## config.mk

```make
export PLATFORM = sky130hd
export DESIGN_NAME = control
export DESIGN_NICKNAME = d
export VERILOG_FILES = /design/src/rtl/control.sv
export SDC_FILE = /design/constraint.sdc
export NUM_CORES = 1
export LEC_CHECK = 0
export ABC_AREA = 1
export BUFFER_PORTS_ARGS = -buffer_cell sky130_fd_sc_hd__buf_2
export CAP_MARGIN = 20
export CORE_ASPECT_RATIO = 0.7
export CORE_MARGIN = 2
export CORE_UTILIZATION = 30
export DETAILED_ROUTE_END_ITERATION = 6
export SLEW_MARGIN = 20
export SYNTH_ARGS = -nofsm -noshare
export SYNTH_HDL_FRONTEND = slang
export SYNTH_SLANG_ARGS = --single-unit
export TNS_END_PERCENT = 30
```

## constraint.sdc

```tcl
create_clock -name clk -period 5.1 [get_ports clk]
set_input_delay 0.255 -clock clk [delete_from_list [all_inputs] [get_ports clk]]
set_output_delay 0.255 -clock clk [all_outputs]
set_load 0.01 [all_outputs]
```

## src/rtl/control.sv

```systemverilog
// Single-cycle accumulator core: every rising edge executes the opcode on instr
// against accumulator A and operand B, with carry/zero flags and a registered output port.
module control #(
  parameter int WIDTH = 4
) (
  input  logic             clk,
  input  logic             rst_n,
  input  logic [WIDTH-1:0] portin,
  input  logic [3:0]       instr,
  output logic [WIDTH-1:0] portout
);

  localparam logic [3:0] OP_NOP  = 4'b0000;
  localparam logic [3:0] OP_INC  = 4'b0001;
  localparam logic [3:0] OP_DEC  = 4'b0010;
  localparam logic [3:0] OP_NOT  = 4'b0011;
  localparam logic [3:0] OP_MOVB = 4'b0100;
  localparam logic [3:0] OP_ADD  = 4'b0101;
  localparam logic [3:0] OP_IN   = 4'b0110;
  localparam logic [3:0] OP_OUT  = 4'b0111;
  localparam logic [3:0] OP_SUB  = 4'b1000;
  localparam logic [3:0] OP_CLR  = 4'b1001;
  localparam logic [3:0] OP_AND  = 4'b1010;
  localparam logic [3:0] OP_OR   = 4'b1011;
  localparam logic [3:0] OP_XOR  = 4'b1100;
  localparam logic [3:0] OP_SHL  = 4'b1101;
  localparam logic [3:0] OP_SHR  = 4'b1110;
  localparam logic [3:0] OP_SWAP = 4'b1111;

  logic [WIDTH-1:0] a_q, a_d;
  logic [WIDTH-1:0] b_q, b_d;
  logic             c_q, c_d;
  logic             z_q, z_d;
  logic [WIDTH-1:0] portout_q, portout_d;
  logic             a_wr;

  // One extra bit catches carry out of ADD/INC and borrow out of SUB/DEC.
  logic [WIDTH:0] add_res, sub_res, inc_res, dec_res;

  always_comb begin
    add_res = {1'b0, a_q} + {1'b0, b_q};
    sub_res = {1'b0, a_q} - {1'b0, b_q};
    inc_res = {1'b0, a_q} + {{WIDTH{1'b0}}, 1'b1};
    dec_res = {1'b0, a_q} - {{WIDTH{1'b0}}, 1'b1};
  end

  always_comb begin
    a_d       = a_q;
    b_d       = b_q;
    c_d       = c_q;
    portout_d = portout_q;
    a_wr      = 1'b1;
    case (instr)
      OP_INC:  begin a_d = inc_res[WIDTH-1:0]; c_d = inc_res[WIDTH]; end
      OP_DEC:  begin a_d = dec_res[WIDTH-1:0]; c_d = dec_res[WIDTH]; end
      OP_NOT:  a_d = ~a_q;
      OP_MOVB: begin b_d = a_q; a_wr = 1'b0; end
      OP_ADD:  begin a_d = add_res[WIDTH-1:0]; c_d = add_res[WIDTH]; end
      OP_IN:   a_d = portin;
      OP_OUT:  begin portout_d = a_q; a_wr = 1'b0; end
      OP_SUB:  begin a_d = sub_res[WIDTH-1:0]; c_d = sub_res[WIDTH]; end
      OP_CLR:  begin a_d = '0; b_d = '0; c_d = 1'b0; end
      OP_AND:  a_d = a_q & b_q;
      OP_OR:   a_d = a_q | b_q;
      OP_XOR:  a_d = a_q ^ b_q;
      OP_SHL:  begin a_d = {a_q[WIDTH-2:0], 1'b0}; c_d = a_q[WIDTH-1]; end
      OP_SHR:  begin a_d = {1'b0, a_q[WIDTH-1:1]}; c_d = a_q[0]; end
      OP_SWAP: begin a_d = b_q; b_d = a_q; end
      OP_NOP:  a_wr = 1'b0;
      default: a_wr = 1'b0;
    endcase
    // Zero flag tracks only instructions that actually write the accumulator.
    z_d = a_wr ? (a_d == '0) : z_q;
  end

  always_ff @(posedge clk or negedge rst_n) begin
    if (!rst_n) begin
      a_q       <= '0;
      b_q       <= '0;
      c_q       <= 1'b0;
      z_q       <= 1'b0;
      portout_q <= '0;
    end else begin
      a_q       <= a_d;
      b_q       <= b_d;
      c_q       <= c_d;
      z_q       <= z_d;
      portout_q <= portout_d;
    end
  end

  assign portout = portout_q;

endmodule

```

==> qor.csv, run 1 <==
metric,value,unit
p_sw,0.191,mW
grt_busiest_layer,met1,
grt_first_pass_wirelength,5250,um
avgViaCountPerCell,4.82,
postCtsSetupBuffers,0,
port_buffers,13,
rrSetupSlack,3.00,ns
multi_input_area,773,um2
drtAntennaViolNets,0,
place_congestion,0.879,
status,"complete, no violations",
n_antenna_cell,0,
arrival,2.26,ns
clockPowerShare,18.5,%
clk_path_buf_depth,2,
synthesis.area,1170,um2
post_cts_resized,0,
leakage,0.712,nW
met3_usage,3.70,%
insertion_delay,0.23,ns
tns,0,ns
vias,1182,
finish.net_count,220,
p_total,0.441,mW
cts_tree,yes,
clock_sinks,12,
fmax,477,MHz
peakVddDrop,0.199,mV
syn_inst,178,
die-area,4440,um2
cts_inserted_buffers,3,
path_cells,inv_1 > ha_1 > o311a_1 > ha_1 > a21oi_1 > nand3_1 > nand2_1 > inv_1 > nand2_1 > nand3_1 > a21oi_1,
drive_above_1_share,18.5,%
grt_setup_unrepaired,no,
crit_start,b_q[1],
use_met2,18.8,%
cp.required,5.26,ns
fin_crit_sh,41.1,%
setup.worst_path.start_class,flop,
drt-initial-drc-count,93,
r2r_end,a_q[3],
endpoint,a_q[3],
die_width,78.8,um
hold_path.class,input port to flop,
htreeDepth,1,
max_slew_margin,69.7,%
final-seq-area,300,um2
met1_usage,25.3,%
finalSetupViolCount,0,
antenna_found_initial,0,
die_y,56.3,um
synth-seq-cells,12,
routed_wl,3170,um
rr_worst_depth,11,
slew_viol_final,0,
worst_path_max_delay_cell,dfrtp_1,
path_class,flop to flop,
p_sw_share,43.3,%
maxCapViolCount,0,
synth_largest_area_cell,dfrtp_1,
fin_crit,2.10,ns
drt_pass1_iterations,4,
cp_top_family,compound AO/OA/AOI/OAI gates,
crit_path_end_kind,flop,
area_delta_synth_final,15.2,%
timing.rr.start,b_q[1],
rows,18,
io_pins,14,
worst_slew_pin_slew,0.452,ns
synth.net_count,201,
synth.avg_cell_area,6.59,um2
internal-power,0.250,mW
pwr-share-comb,45.9,%
fillers,410,
yosysWarnings,0,
post_drt_wl_per_cell,12.9,um
ys_types,24,
hold_slack,0.403,ns
seqPwrFrac,35.6,%
cts.clk_slew.worst_paths,0.05,ns
yosysTopAreaCellShare,25.6,%
initial_utilization,32.4,%
post-dp-hpwl,2620,um
grt-ovfl-total,0,
p_per_area,326,nW/um2
cp.depth,11,
hold_viol_final,0,
critical_path_buf_inv_count,2,
max_stage_delay,0.39,ns
synth_seq_area_share,25.6,%
grt_pass1_vias,1056,
drcViolationCount,0,
grt_max_degree,13,
crit_fanout,4,
grt_usage,15.1,%
cts-root-buf,clkbuf_8,
core_area,3630,um2
ys_top_cells_by_area,"dfrtp_1, nand2_1, ha_1",
finClkSkew,0.00159,ns
tightest hold or removal path: cells and delay by family:
kind / cells / cell delay [ns]
and+or+nand+nor: 3 / 0.20
buffers and inverters: 1 / 0.08
AOI/OAI and AO/OA: 1 / 0.06
flip-flops by register name, indices dropped and copies added (netlist names):
signal	cells
a_q	4
b_q	4
portout	4
Yosys cell counts, drive strengths merged:
master	instances
a21oi	7
inv	24
dfrtp	12
nand3	8
nor2	30
o21ai	14
nand3b	2
fa	1
nor3	1
clkinv	2
ha	12
o311a	1
o211ai	2
xor2	1
o22ai	7
nand2	53
o2bb2ai	1
worst min path at each step:
stage               from         end  slack, ns  cells after the start
3_5_place_dp       rst_n  portout[3]       0.15                      1
6_report       portin[1]      a_q[1]       0.40                      5
2_1_floorplan      rst_n      a_q[0]      -0.04                      0
3_3_place_gp       rst_n  portout[3]       0.15                      1
5_1_grt            rst_n      a_q[2]       0.45                      2
4_1_cts        portin[1]      a_q[1]       0.39                      5
through the flow:
stage | instance area (um2) | util (%) | cells | worst slack, ns
6_report | 1350 | 37.3 | 245 | 3.00
4_1_cts | 1350 | 37.3 | 245 | 3.00
5_1_grt | 1350 | 37.3 | 245 | 2.76
2_1_floorplan | 1170 | - | 178 | 3.20
3_5_place_dp | 1300 | 35.9 | 241 | 2.96
3_3_place_gp | 1300 | 35.9 | 241 | 3.01
layout by cell type (no fill, tap or decap), types with 2 or more instances in the layout:
cell and n:
o21ai_0 11, nor2_1 26, o211ai_1 2, o21ai_1 2, buf_2 13, a21oi_1 6
nor2_2 4, ha_1 12, o22ai_1 7, nand2_2 5, nand3_1 7, inv_2 5
nand2_1 48, clkinv_2 2, clkbuf_8 3, nand3b_1 2, dfrtp_1 12, inv_1 19
cell families after synthesis:
| kind of cell | Yosys count | share of synthesized area, % |
|---|---|---|
| AO/OA/AOI/OAI | 32 | 16.2 |
| XOR/XNOR | 1 | 0.746 |
| adder cells (fa/ha/maj) | 13 | 14.5 |
| buffers and inverters | 26 | 8.53 |
| flip-flops | 12 | 25.6 |
| AND/OR/NAND/NOR | 94 | 34.4 |
layer usage:
| metal | wire length (um) | up-vias |
|---|---|---|
| met5 | 0 | - |
| met4 | 14 | 0 |
| met3 | 297 | 4 |
| met2 | 1100 | 51 |
| met1 | 1770 | 520 |
| li1 | - | 607 |
power groups by stage:
stage	combinational [mW]	clock, mW	sequential [mW]
detailed placement	0.196	0	0.158
global placement	0.199	0	0.158
finish	0.202	0.0817	0.157
global route	0.232	0.0894	0.162
CTS	0.200	0.0846	0.156
floorplan	0.133	0	0.154
final cells by class:
type                    instances  share of cell area (%)
clock buffers                   3                    3.05
inverters                      26                    7.40
multi-input cells             140                    57.2
flip-flops and latches         12                    22.2
well taps                      50                    4.63
repair buffers                 14                    5.55
what timing repair did:
item / 4_1_cts / 5_1_grt
endpoints found under the hold margin: 12 / 0
hold buffers: 1 / 0
setup endpoints to repair: 0 / 0
Note: power is estimated with default switching activity, not from simulation.
==> run 2, diff against run 1 <==
Settings changed: ABC_AREA 1 to 0.
Clock period 5.1 ns to 1.81 ns, I/O delays scaled along.
==> qor.csv, run 2 <==
metric,value,unit,change
status,finished with violations,,
violations,setup timing,,
leakage,0.855,nW,+20%
timing.final.ws_setup,-0.429,ns,-3.43 ns
initial_utilization,30.5,%,-1.8 points
drtAntennaViolNets,0,,unchanged
maxCapViolCount,0,,unchanged
fmax,447,MHz,-6.3%
synth.avg_cell_area,8.12,um2,+23%
fillers,493,,+20%
post-route-util,39.6,%,+2.3 points
insertion_delay,0.25,ns,+0.02 ns
clk_path_buf_depth,2,,unchanged
slew_viol_final,0,,unchanged
pre_cts_ws,-0.446,ns,-3.41 ns
hold_viol_final,0,,unchanged
rrSetupSlack,-0.43,ns,-3.43 ns
die_width,86.7,um,+10%
mostFrequentLayoutCell,buf_4,,
antenna_found_initial,0,,unchanged
synth_seq_area_share,20.9,%,-4.7 points
fin_crit,2.24,ns,+0.141 ns
cts_inserted_buffers,3,,unchanged
hold_slack,0.257,ns,-0.146 ns
synth_flop_cell,dfrtp_1,,
hold_path.class,input port to asynchronous set/reset pin,,
dp_cells,268,,+11%
core_area,4700,um2,+30%
path_class,flop to flop,,
final_cells,275,,+12%
worst_slew_pin_slew,0.372,ns,-0.0801 ns
synth_largest_area_cell,dfrtp_1,,
port_buffers,13,,unchanged
rows,21,,+3
setup.worst_path.start_class,flop,,
post-dp-hpwl,3510,um,+34%
cts.clk_slew.worst_paths,0.06,ns,about the same
cp.required,1.97,ns,-3.29 ns
max_slew_margin,74.6,%,+4.9 points
post_drt_wl_per_cell,15.6,um,+20%
io_pins,14,,unchanged
avgViaCountPerCell,5.45,,+13%
n_antenna_cell,0,,unchanged
htreeDepth,1,,unchanged
drive_above_1_share,30.7,%,+12 points
vias,1499,,+27%
clock_sinks,12,,unchanged
synth.net_count,200,,-0.50%
synth-edff-count,0,,unchanged
grt-ovfl-total,0,,unchanged
grt_usage,17.6,%,+2.5 points
grt_first_pass_wirelength,6960,um,+33%
fin_crit_sh,124,%,+83 points
routed_wl,4280,um,+35%
yosysWarnings,0,,unchanged
rr_worst_depth,11,,unchanged
crit_path_end_kind,flop,,
grt_max_degree,15,,+2
die-area,5370,um2,+21%
synthTopCellsByCount,"nand2_1, inv_1, o21ai_0",,
die_y,61.9,um,+9.9%
synth.most_common_cell,nand2_1,,
cts_tree,yes,,
p_per_area,900,nW/um2,+180%
cts-root-buf,clkbuf_8,,
finalSetupViolCount,4,,+4
yosysTopAreaCellShare,20.9,%,-4.7 points
grt_pass1_vias,1380,,+31%
drcViolationCount,0,,unchanged
synthArstFlopShare,100,%,unchanged
grt_setup_unrepaired,yes,,
finish.net_count,242,,+10%
area_delta_synth_final,29.7,%,
syn_inst,177,,-0.56%
ys_types,57,,+140%
place_congestion,0.946,,+7.7%
crit_fanout,3,,-1
most-common-layout-cells,"buf_4, nand2_1, o21ai_0, inv_1, buf_2",,
synthesis.area,1440,um2,+22%
arrival,2.40,ns,+0.14 ns
finClkSkew,0.00301,ns,+0.00142 ns
drt-initial-drc-count,86,,-7.5%
ys_top_cells_by_area,"dfrtp_1, ha_1, o21ai_0",,
peakVddDrop,0.265,mV,+33%
drt_pass1_iterations,4,,unchanged
synth-seq-cells,12,,unchanged
[run 2: changes by cell type after synthesis, sizes merged, moves of 3 or more]
cell    change
o32ai       +3
mux2i       +5
inv         -8
nor2       -27
buf        +12
nor2b       +5
nand2      -36
o221ai      +4
[run 2: layout make-up]
cell class / instances / area, um2 / area share, %
Timing Repair Buffer: 51 / 360 / 19.3
Multi-Input combinational cell: 135 / 1010 / 54.1
Clock buffer: 4 / 55.1 / 2.95
Tap cell: 57 / 71.3 / 3.83
Sequential cell: 12 / 300 / 16.1
Inverter: 16 / 67.6 / 3.63
[run 2: power breakdown]
part / leakage, nW / switching, mW / internal (mW)
combinational: 0.674 / 0.500 / 0.475
clock: 0.0288 / 0.107 / 0.193
sequential: 0.152 / 0.0548 / 0.348
total: 0.855 / 0.662 / 1.02
[run 2: cells by family (layout without fill, tap and decap cells)]
family / after synthesis / after routing / synth area share (%)
adder cells (fa/ha/maj): 13 / 13 / 11.8
multiplexers: 7 / 7 / 5.05
buffers and inverters: 30 / 71 / 11.1
XOR/XNOR: 2 / 2 / 1.22
AND/OR/NAND/NOR: 49 / 49 / 18.4
AO/OA/AOI/OAI: 64 / 64 / 31.4
flip-flops: 12 / 12 / 20.9
[run 2: worst max-delay path, stage by stage, from the launching register on]
cell,delay (ns)
dfrtp_1,0.42
inv_6,0.04
ha_4,0.15
xor2_1,0.13
a32oi_1,0.15
o32ai_1,0.10
ha_1,0.32
nand2_1,0.06
o21a_1,0.21
a211o_1,0.25
and3_1,0.16
a211oi_2,0.17
[run 2: routing by layer]
layer  track usage, %  wire length (um)
met1             26.8              2240
met2             24.8              1650
met3             5.02               362
met4             2.68                21
met5                0                 0
[run 2: worst paths after layout]
kind | start | to
hold reg to reg | portout[1] | portout[1]
setup / recovery | b_q[0] | a_q[3]
max in group asynchronous | rst_n | a_q[3]
min in group clk | instr[2] | b_q[1]
hold / removal | rst_n | a_q[1]
setup reg to reg | b_q[0] | a_q[3]
[run 2: repair_timing]
action / 4_1_cts / 5_1_grt
hold buffers: 1 / 0
hold endpoints to repair: 12 / 0
buffers inserted: 1 / 1
pin swaps: 5 / 2
gates resized for setup: 1 / 6
setup endpoints to repair: 3 / 4
[run 2: through the flow]
stage / cell area [um2] / total power, mW / setup TNS [ns]
finish: 1860 / 1.68 / -1.02
global route: 1860 / 1.83 / -1.41
CTS: 1830 / 1.67 / -0.976
detailed placement: 1760 / 1.35 / -0.967
global placement: 1760 / 1.34 / -0.865
floorplan: 1470 / 0.941 / -0.917
==> run 3, diff against run 2 <==
Clock period 1.81 ns to 1.9 ns, I/O delays scaled along.
==> qor.csv, run 3 (synthesized netlist as in run 2, its figures left out) <==
metric,value,unit,change
fillers,487,,-1.2%
vias,1478,,-1.4%
p_sw_share,41.3,%,+1.9 points
hold_viol_final,0,,unchanged
grt_usage,17.6,%,+0.052 points
insertion_delay,0.24,ns,about the same
maxCapViolCount,0,,unchanged
worst_path_max_delay_cell,dfrtp_1,,
rrSetupSlack,-0.32,ns,+0.11 ns
die_width,86.7,um,unchanged
place_congestion,0.896,,-5.3%
die-area,5370,um2,unchanged
drt_pass1_iterations,4,,unchanged
clock_sinks,12,,unchanged
fin_crit_sh,117,%,-6.7 points
seqPwrFrac,26.2,%,+2.2 points
most-common-layout-cells,"buf_4, nand2_1, o21ai_0, inv_1, buf_2",,
crit_start,b_q[0],,
routed_wl,4400,um,+2.8%
finClkSkew,0.000413,ns,-0.00259 ns
port_buffers,13,,unchanged
cp.required,2.06,ns,+0.09 ns
max_stage_delay,0.41,ns,about the same
drive_above_1_share,28.6,%,-2.1 points
slew_viol_final,0,,unchanged
status,finished with violations,,
hold_slack,0.267,ns,+0.00939 ns
post-dp-hpwl,3490,um,-0.37%
max_slew_margin,66.6,%,-8.0 points
path_cells,inv_6 > ha_4 > xor2_1 > a32oi_1 > o32ai_1 > ha_1 > nand2_1 > o21a_1 > a211o_1 > and3_1 > a211oi_2,,
grt_max_degree,15,,unchanged
tns,-0.656,ns,+0.362 ns
grt-ovfl-total,0,,unchanged
timing.final.ws_setup,-0.323,ns,+0.106 ns
arrival,2.38,ns,-0.02 ns
htreeDepth,1,,unchanged
rr_worst_depth,11,,unchanged
fmax,450,MHz,+0.70%
clockPowerShare,15.6,%,-2.3 points
cp_top_family,compound AO/OA/AOI/OAI gates,,
avgViaCountPerCell,5.47,,+0.42%
drcViolationCount,0,,unchanged
grt_pass1_vias,1311,,-5.0%
hold_path.class,input port to asynchronous set/reset pin,,
crit_fanout,3,,unchanged
p_total,1.53,mW,-8.8%
r2r_end,a_q[3],,
violations,setup timing,,
path_class,flop to flop,,
cts_tree,yes,,
die_y,61.9,um,unchanged
drt-initial-drc-count,112,,+30%
p_per_area,846,nW/um2,-6.0%
cts.clk_slew.worst_paths,0.05,ns,about the same
peakVddDrop,0.235,mV,-11%
setup.worst_path.start_class,flop,,
antenna_found_initial,0,,unchanged
drtAntennaViolNets,0,,unchanged
fin_crit,2.22,ns,-0.0156 ns
worst_slew_pin_slew,0.495,ns,+0.123 ns
grt_setup_unrepaired,yes,,
leakage,0.825,nW,-3.5%
cts_inserted_buffers,3,,unchanged
critical_path_buf_inv_count,1,,unchanged
rows,21,,unchanged
area_delta_synth_final,25.9,%,
clk_path_buf_depth,2,,unchanged
dp_cells,265,,-1.1%
internal-power,0.897,mW,-12%
final_cells,270,,-1.8%
timing.rr.start,b_q[0],,
post_drt_wl_per_cell,16.3,um,+4.7%
finish.net_count,238,,-1.7%
mostFrequentLayoutCell,buf_4,,
design_area,1810,um2,-3.0%
cp.depth,11,,unchanged
n_antenna_cell,0,,unchanged
p_sw,0.632,mW,-4.5%
endpoint,a_q[3],,
core_area,4700,um2,unchanged
crit_path_end_kind,flop,,
place_area,1740,um2,-1.3%
grt_first_pass_wirelength,7000,um,+0.59%
pwr-share-comb,58.2,%,about the same
cts-root-buf,clkbuf_8,,
io_pins,14,,unchanged
initial_utilization,30.5,%,unchanged
finalSetupViolCount,3,,-1
## run 3: how the worst min path moves through the flow
stage | slack, ns | cells past startpoint | from | to
2_1_floorplan | -0.20 | 0 | rst_n | a_q[0]
3_3_place_gp | -0.008 | 1 | rst_n | a_q[2]
3_5_place_dp | -0.003 | 1 | rst_n | a_q[1]
4_1_cts | 0.28 | 2 | rst_n | a_q[3]
5_1_grt | 0.29 | 2 | rst_n | portout[3]
6_report | 0.27 | 2 | rst_n | a_q[1]
## run 3: final cells by class
type	instances	area, um2	area share (%)
tap	57	71.3	3.94
timing repair buffer	47	327	18.1
inverter	16	67.6	3.74
multi-input combinational	135	1000	55.4
clock buffer	3	41.3	2.28
sequential	12	300	16.6
## run 3: metrics by stage
step | utilization (%) | worst slack (ns)
3_3_place_gp | 37.0 | -0.299
4_1_cts | 38.3 | -0.333
2_1_floorplan | - | -0.348
3_5_place_dp | 37.0 | -0.365
5_1_grt | 38.4 | -0.510
6_report | 38.4 | -0.323
## run 3: what timing repair did
item | CTS | global route
setup endpoints to repair | 3 | 4
pin swaps | 4 | 1
setup buffers | 1 | 0
hold buffers | 1 | 0
hold endpoints to repair | 12 | 0
gates resized for setup | 2 | 1
## run 3: metal layers
layer | routed length (um) | global-route usage [%]
met3 | 326 | 4.62
met4 | 13 | 2.68
met1 | 2300 | 27.8
met5 | 0 | 0
met2 | 1760 | 24.0
## run 3: power by group through the flow
stage               clock [mW]  sequential [mW]  combinational (mW)
floorplan                    0            0.420               0.477
global placement             0            0.403               0.837
detailed placement           0            0.405               0.847
CTS                      0.244            0.403               0.876
global route             0.261            0.412               0.987
finish                   0.238            0.401               0.890
## run 3: worst reg2reg max path: stages, from the launching register on
cell      delay, ns
dfrtp_1        0.41
inv_6          0.05
ha_4           0.15
xor2_1         0.13
a32oi_1        0.14
o32ai_1        0.09
ha_1           0.32
nand2_1        0.05
o21a_1         0.20
a211o_1        0.26
and3_1         0.16
a211oi_2       0.17
